===== config.mk =====
export PLATFORM = sky130hd
export DESIGN_NAME = cdm_mul_pipe_flat
export DESIGN_NICKNAME = d
export VERILOG_FILES = /design/src/rtl/cdm_mul_if.sv /design/src/rtl/cdm_mul_pipe.sv /design/src/flat_wrapper.sv
export SDC_FILE = /design/constraint.sdc
export NUM_CORES = 1
export LEC_CHECK = 0
export ABC_AREA = 1
export CORE_MARGIN = 4
export CORE_UTILIZATION = 50
export CTS_CLUSTER_SIZE = 12
export DETAILED_ROUTE_END_ITERATION = 8
export GPL_ROUTABILITY_DRIVEN = 0
export PLACE_DENSITY = 0.68
export SETUP_SLACK_MARGIN = 0.5
export SLEW_MARGIN = 20
export SYNTH_ARGS = -nofsm -noshare
export SYNTH_HDL_FRONTEND = slang
export SYNTH_SLANG_ARGS = --single-unit

===== constraint.sdc =====
create_clock -name clk -period 5.6 [get_ports clk]
set_input_delay 1.12 -clock clk [delete_from_list [all_inputs] [get_ports clk]]
set_output_delay 1.12 -clock clk [all_outputs]
set_load 0.1 [all_outputs]

===== src/rtl/cdm_mul_if.sv =====
// Valid/ready operand and result stream for cdm_mul_pipe.
// master = producer/consumer side (testbench), slave = multiplier side.
interface cdm_mul_if #(
  parameter int W     = 16,
  parameter int TAG_W = 4
);
  logic             in_valid;
  logic             in_ready;
  logic [W-1:0]     in_a;
  logic [W-1:0]     in_b;
  logic             in_mode;
  logic [TAG_W-1:0] in_tag;
  logic             out_valid;
  logic             out_ready;
  logic [2*W-1:0]   out_r;
  logic [TAG_W-1:0] out_tag;

  modport master (
    output in_valid, in_a, in_b, in_mode, in_tag, out_ready,
    input  in_ready, out_valid, out_r, out_tag
  );

  modport slave (
    input  in_valid, in_a, in_b, in_mode, in_tag, out_ready,
    output in_ready, out_valid, out_r, out_tag
  );
endinterface


===== src/rtl/cdm_mul_pipe.sv =====
// Three-stage carry-disregard approximate / exact W x W multiplier with valid/ready flow.
// Optional error monitor (err_mag, err_count) enabled by defining CDM_ERR_MON_EN.
module cdm_mul_pipe #(
  parameter int W        = 16,
  parameter int LL_TRUNC = 2,
  parameter int TAG_W    = 4
) (
  input  logic       clk,
  input  logic       rst,
  cdm_mul_if.slave   bus
`ifdef CDM_ERR_MON_EN
  ,
  output logic [2*W-1:0] err_mag,
  output logic [15:0]    err_count
`endif
);
  localparam int H = W / 2;
  localparam logic [H-1:0] LL_MASK = {H{1'b1}} << LL_TRUNC;

  function automatic logic [2*H-1:0] widen(input logic [H-1:0] x);
    return {{H{1'b0}}, x};
  endfunction

  // Exact recombination of the four quadrant products.
  function automatic logic [2*W-1:0] full_merge(input logic [2*H-1:0] ll, hl, lh, hh);
    return {hh, ll} + {{H{1'b0}}, hl, {H{1'b0}}} + {{H{1'b0}}, lh, {H{1'b0}}};
  endfunction

  // ---------------- handshake chain ----------------
  logic s1_valid, s2_valid, s3_valid;
  logic ready_1, ready_2, ready_3;

  assign ready_3      = !s3_valid || bus.out_ready;
  assign ready_2      = !s2_valid || ready_3;
  assign ready_1      = !s1_valid || ready_2;
  assign bus.in_ready = ready_1;

  // ---------------- S1: operands ----------------
  logic [W-1:0]     s1_a, s1_b;
  logic             s1_mode;
  logic [TAG_W-1:0] s1_tag;

  // NOTE: all registered state uses non-blocking assignments so every stage samples pre-edge values.
  always_ff @(posedge clk) begin
    if (rst) begin
      s1_valid <= 1'b0;
      s1_a     <= '0;
      s1_b     <= '0;
      s1_mode  <= 1'b0;
      s1_tag   <= '0;
    end else if (ready_1) begin
      s1_valid <= bus.in_valid;
      if (bus.in_valid) begin
        s1_a    <= bus.in_a;
        s1_b    <= bus.in_b;
        s1_mode <= bus.in_mode;
        s1_tag  <= bus.in_tag;
      end
    end
  end

  // ---------------- S1 -> S2: quadrant products ----------------
  logic [H-1:0]   a_lo, a_hi, b_lo, b_hi, ll_a, ll_b;
  logic [2*H-1:0] q_ll, q_hl, q_lh, q_hh;

  // NOTE: every output of this block is assigned on every path, so no latch is inferred.
  always_comb begin
    a_lo = s1_a[H-1:0];
    a_hi = s1_a[W-1:H];
    b_lo = s1_b[H-1:0];
    b_hi = s1_b[W-1:H];
    ll_a = s1_mode ? a_lo : (a_lo & LL_MASK);
    ll_b = s1_mode ? b_lo : (b_lo & LL_MASK);
    q_ll = widen(ll_a) * widen(ll_b);
    q_hl = widen(a_hi) * widen(b_lo);
    q_lh = widen(a_lo) * widen(b_hi);
    q_hh = widen(a_hi) * widen(b_hi);
  end

  logic [2*H-1:0]   s2_ll, s2_hl, s2_lh, s2_hh;
  logic             s2_mode;
  logic [TAG_W-1:0] s2_tag;
`ifdef CDM_ERR_MON_EN
  logic [2*H-1:0]   s2_ll_x;
`endif

  always_ff @(posedge clk) begin
    if (rst) begin
      s2_valid <= 1'b0;
      s2_ll    <= '0;
      s2_hl    <= '0;
      s2_lh    <= '0;
      s2_hh    <= '0;
      s2_mode  <= 1'b0;
      s2_tag   <= '0;
`ifdef CDM_ERR_MON_EN
      s2_ll_x  <= '0;
`endif
    end else if (ready_2) begin
      s2_valid <= s1_valid;
      if (s1_valid) begin
        s2_ll   <= q_ll;
        s2_hl   <= q_hl;
        s2_lh   <= q_lh;
        s2_hh   <= q_hh;
        s2_mode <= s1_mode;
        s2_tag  <= s1_tag;
`ifdef CDM_ERR_MON_EN
        s2_ll_x <= widen(a_lo) * widen(b_lo);
`endif
      end
    end
  end

  // ---------------- S2 -> S3: segment merge ----------------
  logic [H-1:0]   seg_mid, seg_hi;
  logic [2*W-1:0] approx_r, merged;

  // Segment sums are H bits wide, so carries between segments fall off by construction.
  always_comb begin
    seg_mid  = s2_ll[2*H-1:H] + s2_hl[H-1:0] + s2_lh[H-1:0];
    seg_hi   = s2_hl[2*H-1:H] + s2_lh[2*H-1:H] + s2_hh[H-1:0];
    approx_r = {s2_hh[2*H-1:H], seg_hi, seg_mid, s2_ll[H-1:0]};
    merged   = s2_mode ? full_merge(s2_ll, s2_hl, s2_lh, s2_hh) : approx_r;
  end

`ifdef CDM_ERR_MON_EN
  logic [2*W-1:0] shadow_r, err_d;

  always_comb begin
    shadow_r = full_merge(s2_ll_x, s2_hl, s2_lh, s2_hh);
    err_d    = (shadow_r >= merged) ? (shadow_r - merged) : (merged - shadow_r);
  end
`endif

  logic [2*W-1:0]   s3_r;
  logic [TAG_W-1:0] s3_tag;

  always_ff @(posedge clk) begin
    if (rst) begin
      s3_valid <= 1'b0;
      s3_r     <= '0;
      s3_tag   <= '0;
`ifdef CDM_ERR_MON_EN
      err_mag  <= '0;
`endif
    end else if (ready_3) begin
      s3_valid <= s2_valid;
      if (s2_valid) begin
        s3_r    <= merged;
        s3_tag  <= s2_tag;
`ifdef CDM_ERR_MON_EN
        err_mag <= err_d;
`endif
      end
    end
  end

  assign bus.out_valid = s3_valid;
  assign bus.out_r     = s3_r;
  assign bus.out_tag   = s3_tag;

`ifdef CDM_ERR_MON_EN
  // Counts delivered beats that carried any error; exact-mode beats always carry zero.
  always_ff @(posedge clk) begin
    if (rst) begin
      err_count <= '0;
    end else if (s3_valid && bus.out_ready && (err_mag != '0) && (err_count != 16'hFFFF)) begin
      err_count <= err_count + 16'd1;
    end
  end
`endif

endmodule


===== src/flat_wrapper.sv =====
// flat-port wrapper written by rule: the top's interface ports become plain ports
module cdm_mul_pipe_flat 
#(
  parameter int W        = 16,
  parameter int LL_TRUNC = 2,
  parameter int TAG_W    = 4
)
  (clk, rst, bus_in_valid, bus_in_a, bus_in_b, bus_in_mode, bus_in_tag, bus_out_ready, bus_in_ready, bus_out_valid, bus_out_r, bus_out_tag);
  cdm_mul_if #(.W(W), .TAG_W(TAG_W)) bus_i ();
  input  logic clk;
  input  logic rst;
  input wire logic [$bits(bus_i.in_valid)-1:0] bus_in_valid;
  input wire logic [$bits(bus_i.in_a)-1:0] bus_in_a;
  input wire logic [$bits(bus_i.in_b)-1:0] bus_in_b;
  input wire logic [$bits(bus_i.in_mode)-1:0] bus_in_mode;
  input wire logic [$bits(bus_i.in_tag)-1:0] bus_in_tag;
  input wire logic [$bits(bus_i.out_ready)-1:0] bus_out_ready;
  output wire logic [$bits(bus_i.in_ready)-1:0] bus_in_ready;
  output wire logic [$bits(bus_i.out_valid)-1:0] bus_out_valid;
  output wire logic [$bits(bus_i.out_r)-1:0] bus_out_r;
  output wire logic [$bits(bus_i.out_tag)-1:0] bus_out_tag;
  assign bus_i.in_valid = bus_in_valid;
  assign bus_i.in_a = bus_in_a;
  assign bus_i.in_b = bus_in_b;
  assign bus_i.in_mode = bus_in_mode;
  assign bus_i.in_tag = bus_in_tag;
  assign bus_i.out_ready = bus_out_ready;
  assign bus_in_ready = bus_i.in_ready;
  assign bus_out_valid = bus_i.out_valid;
  assign bus_out_r = bus_i.out_r;
  assign bus_out_tag = bus_i.out_tag;
  cdm_mul_pipe #(.W(W), .LL_TRUNC(LL_TRUNC), .TAG_W(TAG_W)) u_core (.clk(clk), .rst(rst), .bus(bus_i));
endmodule

==> Implementation_results.wiki <==
{| class="wikitable"
! Metric !! Value
|-
| Status || finished, final reports clean
|-
| Cell count after synthesis || about 2,300
|-
| Number of violations of the max-capacitance limit || 0
|-
| Static leakage || between 10 and 15 nW
|-
| Area growth from synthesis to final layout || 9.76%
|-
| Sort of element at the end of the critical path || register
|-
| Ys async rst share || 0
|-
| Least-Margin Pin Slew || ~0.99 ns
|-
| Final routed wire length divided by cell count || 14.7 um
|-
| RSZ-0062 raised after global routing || no
|-
| Most frequently used cell type in the post-synthesis netlist || sky130_fd_sc_hd__inv_1
|-
| Number of buffers inserted for hold repair after clock tree synthesis || 0
|-
| Worst clock skew || ~0.018 ns
|-
| Number of DRC markers in iteration 0 || about 1,000
|-
| Class of the most critical hold timing path || register to register
|-
| Minimum clock period || around 4.6 ns
|-
| Number of synthesized register bits || 145
|-
| Critical path's most frequent cell || sky130_fd_sc_hd__nand2_1
|-
| Number of clock sinks || 145
|-
| Internal Power || about 0.0021 W
|-
| Most frequent cells after synthesis || sky130_fd_sc_hd__inv_1 (558), sky130_fd_sc_hd__nand2_1 (485), sky130_fd_sc_hd__nor2_1 (263)
|-
| Insertion delay of the later-clocked pin in the worst-skew pair || between 0.4 and 0.5 ns
|-
| Part of the total power dissipated in combinational logic || 0.300
|-
| Std-Cell Core Area || ~31,000 um2
|-
| Summed instance area of the synthesized netlist || around 16,000 um2
|-
| Number of global-route vias before repair || ~14,000
|-
| Worst voltage drop across the vdd grid || 277 uV
|-
| Via count normalized by instance count || about 5.0
|-
| Vertical die dimension || approximately 190 um
|-
| Ant. Diodes || 0
|-
| Global routing's busiest layer || met2
|-
| Min Hold Slack || 0.471 ns
|-
| Worst-path fanout max || 17
|-
| Syn_area_per_cell || between 6 and 7 um2
|-
| Count of cells resized by post-cts repair || 0
|-
| Net switching power || between 0.001 and 0.0015 W
|-
| EDFF count, synth || 0
|-
| Setup TNS || 0 ns
|-
| GR met2 Demand/Resource || 0.388
|-
| Worst-case clock buffer depth || 2
|-
| Arr. time, crit path || roughly 5 ns
|-
| Req. time, crit path || a little under 6 ns
|-
| Std cell rows || 64
|-
| Worst-case headroom to the max-slew limit || 0.341
|-
| Postcts setup bufs || 0
|-
| Total of warnings raised by yosys || 0
|-
| Crit Path Category || register to register
|-
| Sequential share of power || 0.360
|-
| Cell with the biggest individual delay on the critical path || sky130_fd_sc_hd__dfxtp_1
|-
| Total length of routed wires || about 40,000 um
|-
| Library cell used as clock root buffer || sky130_fd_sc_hd__clkbuf_16
|-
| Number of filler instances in the final layout || between 2,000 and 3,000
|-
| Prevailing post-synth register cell || sky130_fd_sc_hd__dfxtp_1
|-
| GRT overflow || 0
|-
| Worst path cell trace || nand2_1 > fa_1 > fa_1 > inv_1 > fa_1 > inv_1 > fa_1 > inv_1 > ha_1 > a21oi_1 > o21ai_0 > inv_1 > nand2_1 > nand2_1 > nand2_1 > nand2_1 > nand2_1 > o21ai_0 > inv_1
|-
| Largest net degree at the start of global routing || 59
|-
| Final number of setup-violating endpoints || 0
|-
| Ports || 79
|-
| Clock tree from TritonCTS || yes
|-
| Die ar. || 34,500 um2
|-
| Clock input transition at the sequential cells of the worst setup and hold paths || around 0.07 ns
|-
| Peak clock frequency supported by timing || about 0.22 GHz
|-
| Delay of the slowest cell on the worst path || approximately 0.85 ns
|-
| Library cells used by synthesis || 35
|-
| CTS H-tree depth || 4
|-
| Final hold vios || 0
|-
| Clock share of power || 0.340
|-
| Power Dens Cells || approximately 190 nW/um2
|-
| Max Slew Vio Count || 0
|-
| Synth area leaders || sky130_fd_sc_hd__fa_1 (21%), sky130_fd_sc_hd__dfxtp_1 (18%), sky130_fd_sc_hd__inv_1 (13%)
|-
| Post-synth net total || 2,651
|-
| Total routing resource utilization after global routing || 0.242
|-
| HPWL reported at the end of detailed placement || 31,000 um
|-
| Effective utilization at floorplan || 0.512
|-
| Fraction of power spent switching nets || 0.383
|-
| Area share of the largest cell type after synthesis || 0.205
|-
| Layout cell share with drive strength beyond 1 || 0.0298
|-
| Drt first pass iters || 5
|-
| Chip Width || 186 um
|-
| Antenna violations before repair || 0
|-
| Met3 track utilization from global routing || 0.0383
|-
| Wire length of the first global-routing pass || between 60,000 and 70,000 um
|-
| Total CTS buffers || 17
|-
| I/O Buffers || around 80
|-
| Final clock period utilization by the worst path || 0.830
|-
| Nets || 2,666
|-
| Total via count after detailed routing || ~14,000
|-
| Part of the Yosys area used for sequential elements || 0.184
|-
| Residual antenna-violating net count after detailed routing || 0
|-
| Crit path launch type || register
|-
| Cell taking the most area after synthesis || sky130_fd_sc_hd__fa_1
|-
| Met1 layer usage reported by global route || 0.352
|-
| Number of remaining DRC errors || 0
|}
[state kept, by name, summed over array words and instances, names as in the netlist]
| name | count |
|---|---|
| u_core.bus.out_r | 32 |
| u_core.bus.out_tag | 4 |
| u_core.bus.out_valid | 1 |
| u_core.s1_a | 16 |
| u_core.s1_b | 16 |
| u_core.s1_mode | 1 |
| u_core.s1_tag | 4 |
| u_core.s1_valid | 1 |
| u_core.s2_hh | 16 |
| u_core.s2_hl | 16 |
| u_core.s2_lh | 16 |
| u_core.s2_ll | 16 |
| u_core.s2_mode | 1 |
| u_core.s2_tag | 4 |
| u_core.s2_valid | 1 |
[worst max-delay path, delay by kind of cell (launching register included)]
kind	cells	cell delay (ns)
adders and majority gates	5	2.48
DFF	1	0.85
and+or+nand+nor	6	0.47
AOI/OAI and AO/OA	3	0.47
buffers and inverters	5	0.28
[logic make-up after synthesis]
family	after synthesis	share of synthesized area
simple gates	882	0.224
xor+xnor	24	0.0133
compound gates	259	0.0878
buf+inv	656	0.160
fa+ha+maj	322	0.332
flops	145	0.184
[routing by layer]
metal	part of all wire	vias up	routed length [um]
met4	0.011	0	442
met3	0.068	28	2720
met5	0	-	0
met2	0.44	436	17600
met1	0.48	6362	19200
li1	-	6863	-
[power by group through the flow]
stage / clock network, W / logic [W] / registers, W
5_1_grt: 0.00121 / 0.00115 / 0.00122
4_1_cts: 0.00117 / 0.00101 / 0.00121
3_5_place_dp: 0 / 0.000998 / 0.00124
2_1_floorplan: 0 / 0.000688 / 0.00126
6_report: 0.00115 / 0.00101 / 0.00121
3_3_place_gp: 0 / 0.000985 / 0.00123
[worst paths after layout]
check                           slack [ns]                    to  cells past startpoint                 start
worst max-delay path                  0.95      u_core.s2_hh[14]                     19        u_core.s1_a[8]
worst min register to register        0.47  u_core.bus.out_r[18]                      2  u_core.bus.out_r[18]
worst min-delay path                  0.47  u_core.bus.out_r[18]                      2  u_core.bus.out_r[18]
worst max register to register        0.95      u_core.s2_hh[14]                     19        u_core.s1_a[8]
[final cells by class]
class	instances	area, um2	share of cell area
clock buffers	17	425	0.0245
clock inverters	14	145	0.00836
inverters	560	2100	0.121
multi-input cells	1487	10400	0.598
flip-flops and latches	145	2900	0.167
well taps	396	495	0.0285
repair buffers	92	898	0.0518
[cell usage in the layout, fill, tap and decap left out, types with 3 or more instances in the layout]
cell and count:
sky130_fd_sc_hd__nand4_1 8, sky130_fd_sc_hd__xor2_1 16, sky130_fd_sc_hd__inv_6 7, sky130_fd_sc_hd__or2_0 3, sky130_fd_sc_hd__a31oi_1 8, sky130_fd_sc_hd__dfxtp_1 145
sky130_fd_sc_hd__a21oi_1 87, sky130_fd_sc_hd__nor2_1 263, sky130_fd_sc_hd__fa_1 162, sky130_fd_sc_hd__clkinvlp_4 3, sky130_fd_sc_hd__ha_1 160, sky130_fd_sc_hd__clkbuf_16 17
sky130_fd_sc_hd__o21ai_0 123, sky130_fd_sc_hd__inv_1 557, sky130_fd_sc_hd__nand2_1 485, sky130_fd_sc_hd__nand2_2 7, sky130_fd_sc_hd__o211ai_1 21, sky130_fd_sc_hd__clkdlybuf4s50_1 78
sky130_fd_sc_hd__o21bai_1 5, sky130_fd_sc_hd__o21ai_1 9, sky130_fd_sc_hd__nand3_2 3, sky130_fd_sc_hd__nor3_1 12, sky130_fd_sc_hd__nand3_1 85, sky130_fd_sc_hd__nor2_2 3
sky130_fd_sc_hd__or2_2 5, sky130_fd_sc_hd__a21boi_0 4, sky130_fd_sc_hd__xnor2_1 8, sky130_fd_sc_hd__inv_2 3, sky130_fd_sc_hd__buf_4 13, sky130_fd_sc_hd__nand3b_1 3
[per-stage QoR]
step                      cells  area, um2  total power, W  setup slack (ns)  utilization
after floorplan            2288      15800         0.00195              1.30            -
after global placement     2680      16800         0.00222              1.08        0.543
after detailed placement   2680      16800         0.00223             0.987        0.543
after CTS                  2711      17400         0.00339             0.962        0.562
after global routing       2711      17400         0.00359             0.630        0.562
final                      2711      17400         0.00338             0.953        0.562
Note: power is estimated with default switching activity, not from simulation.
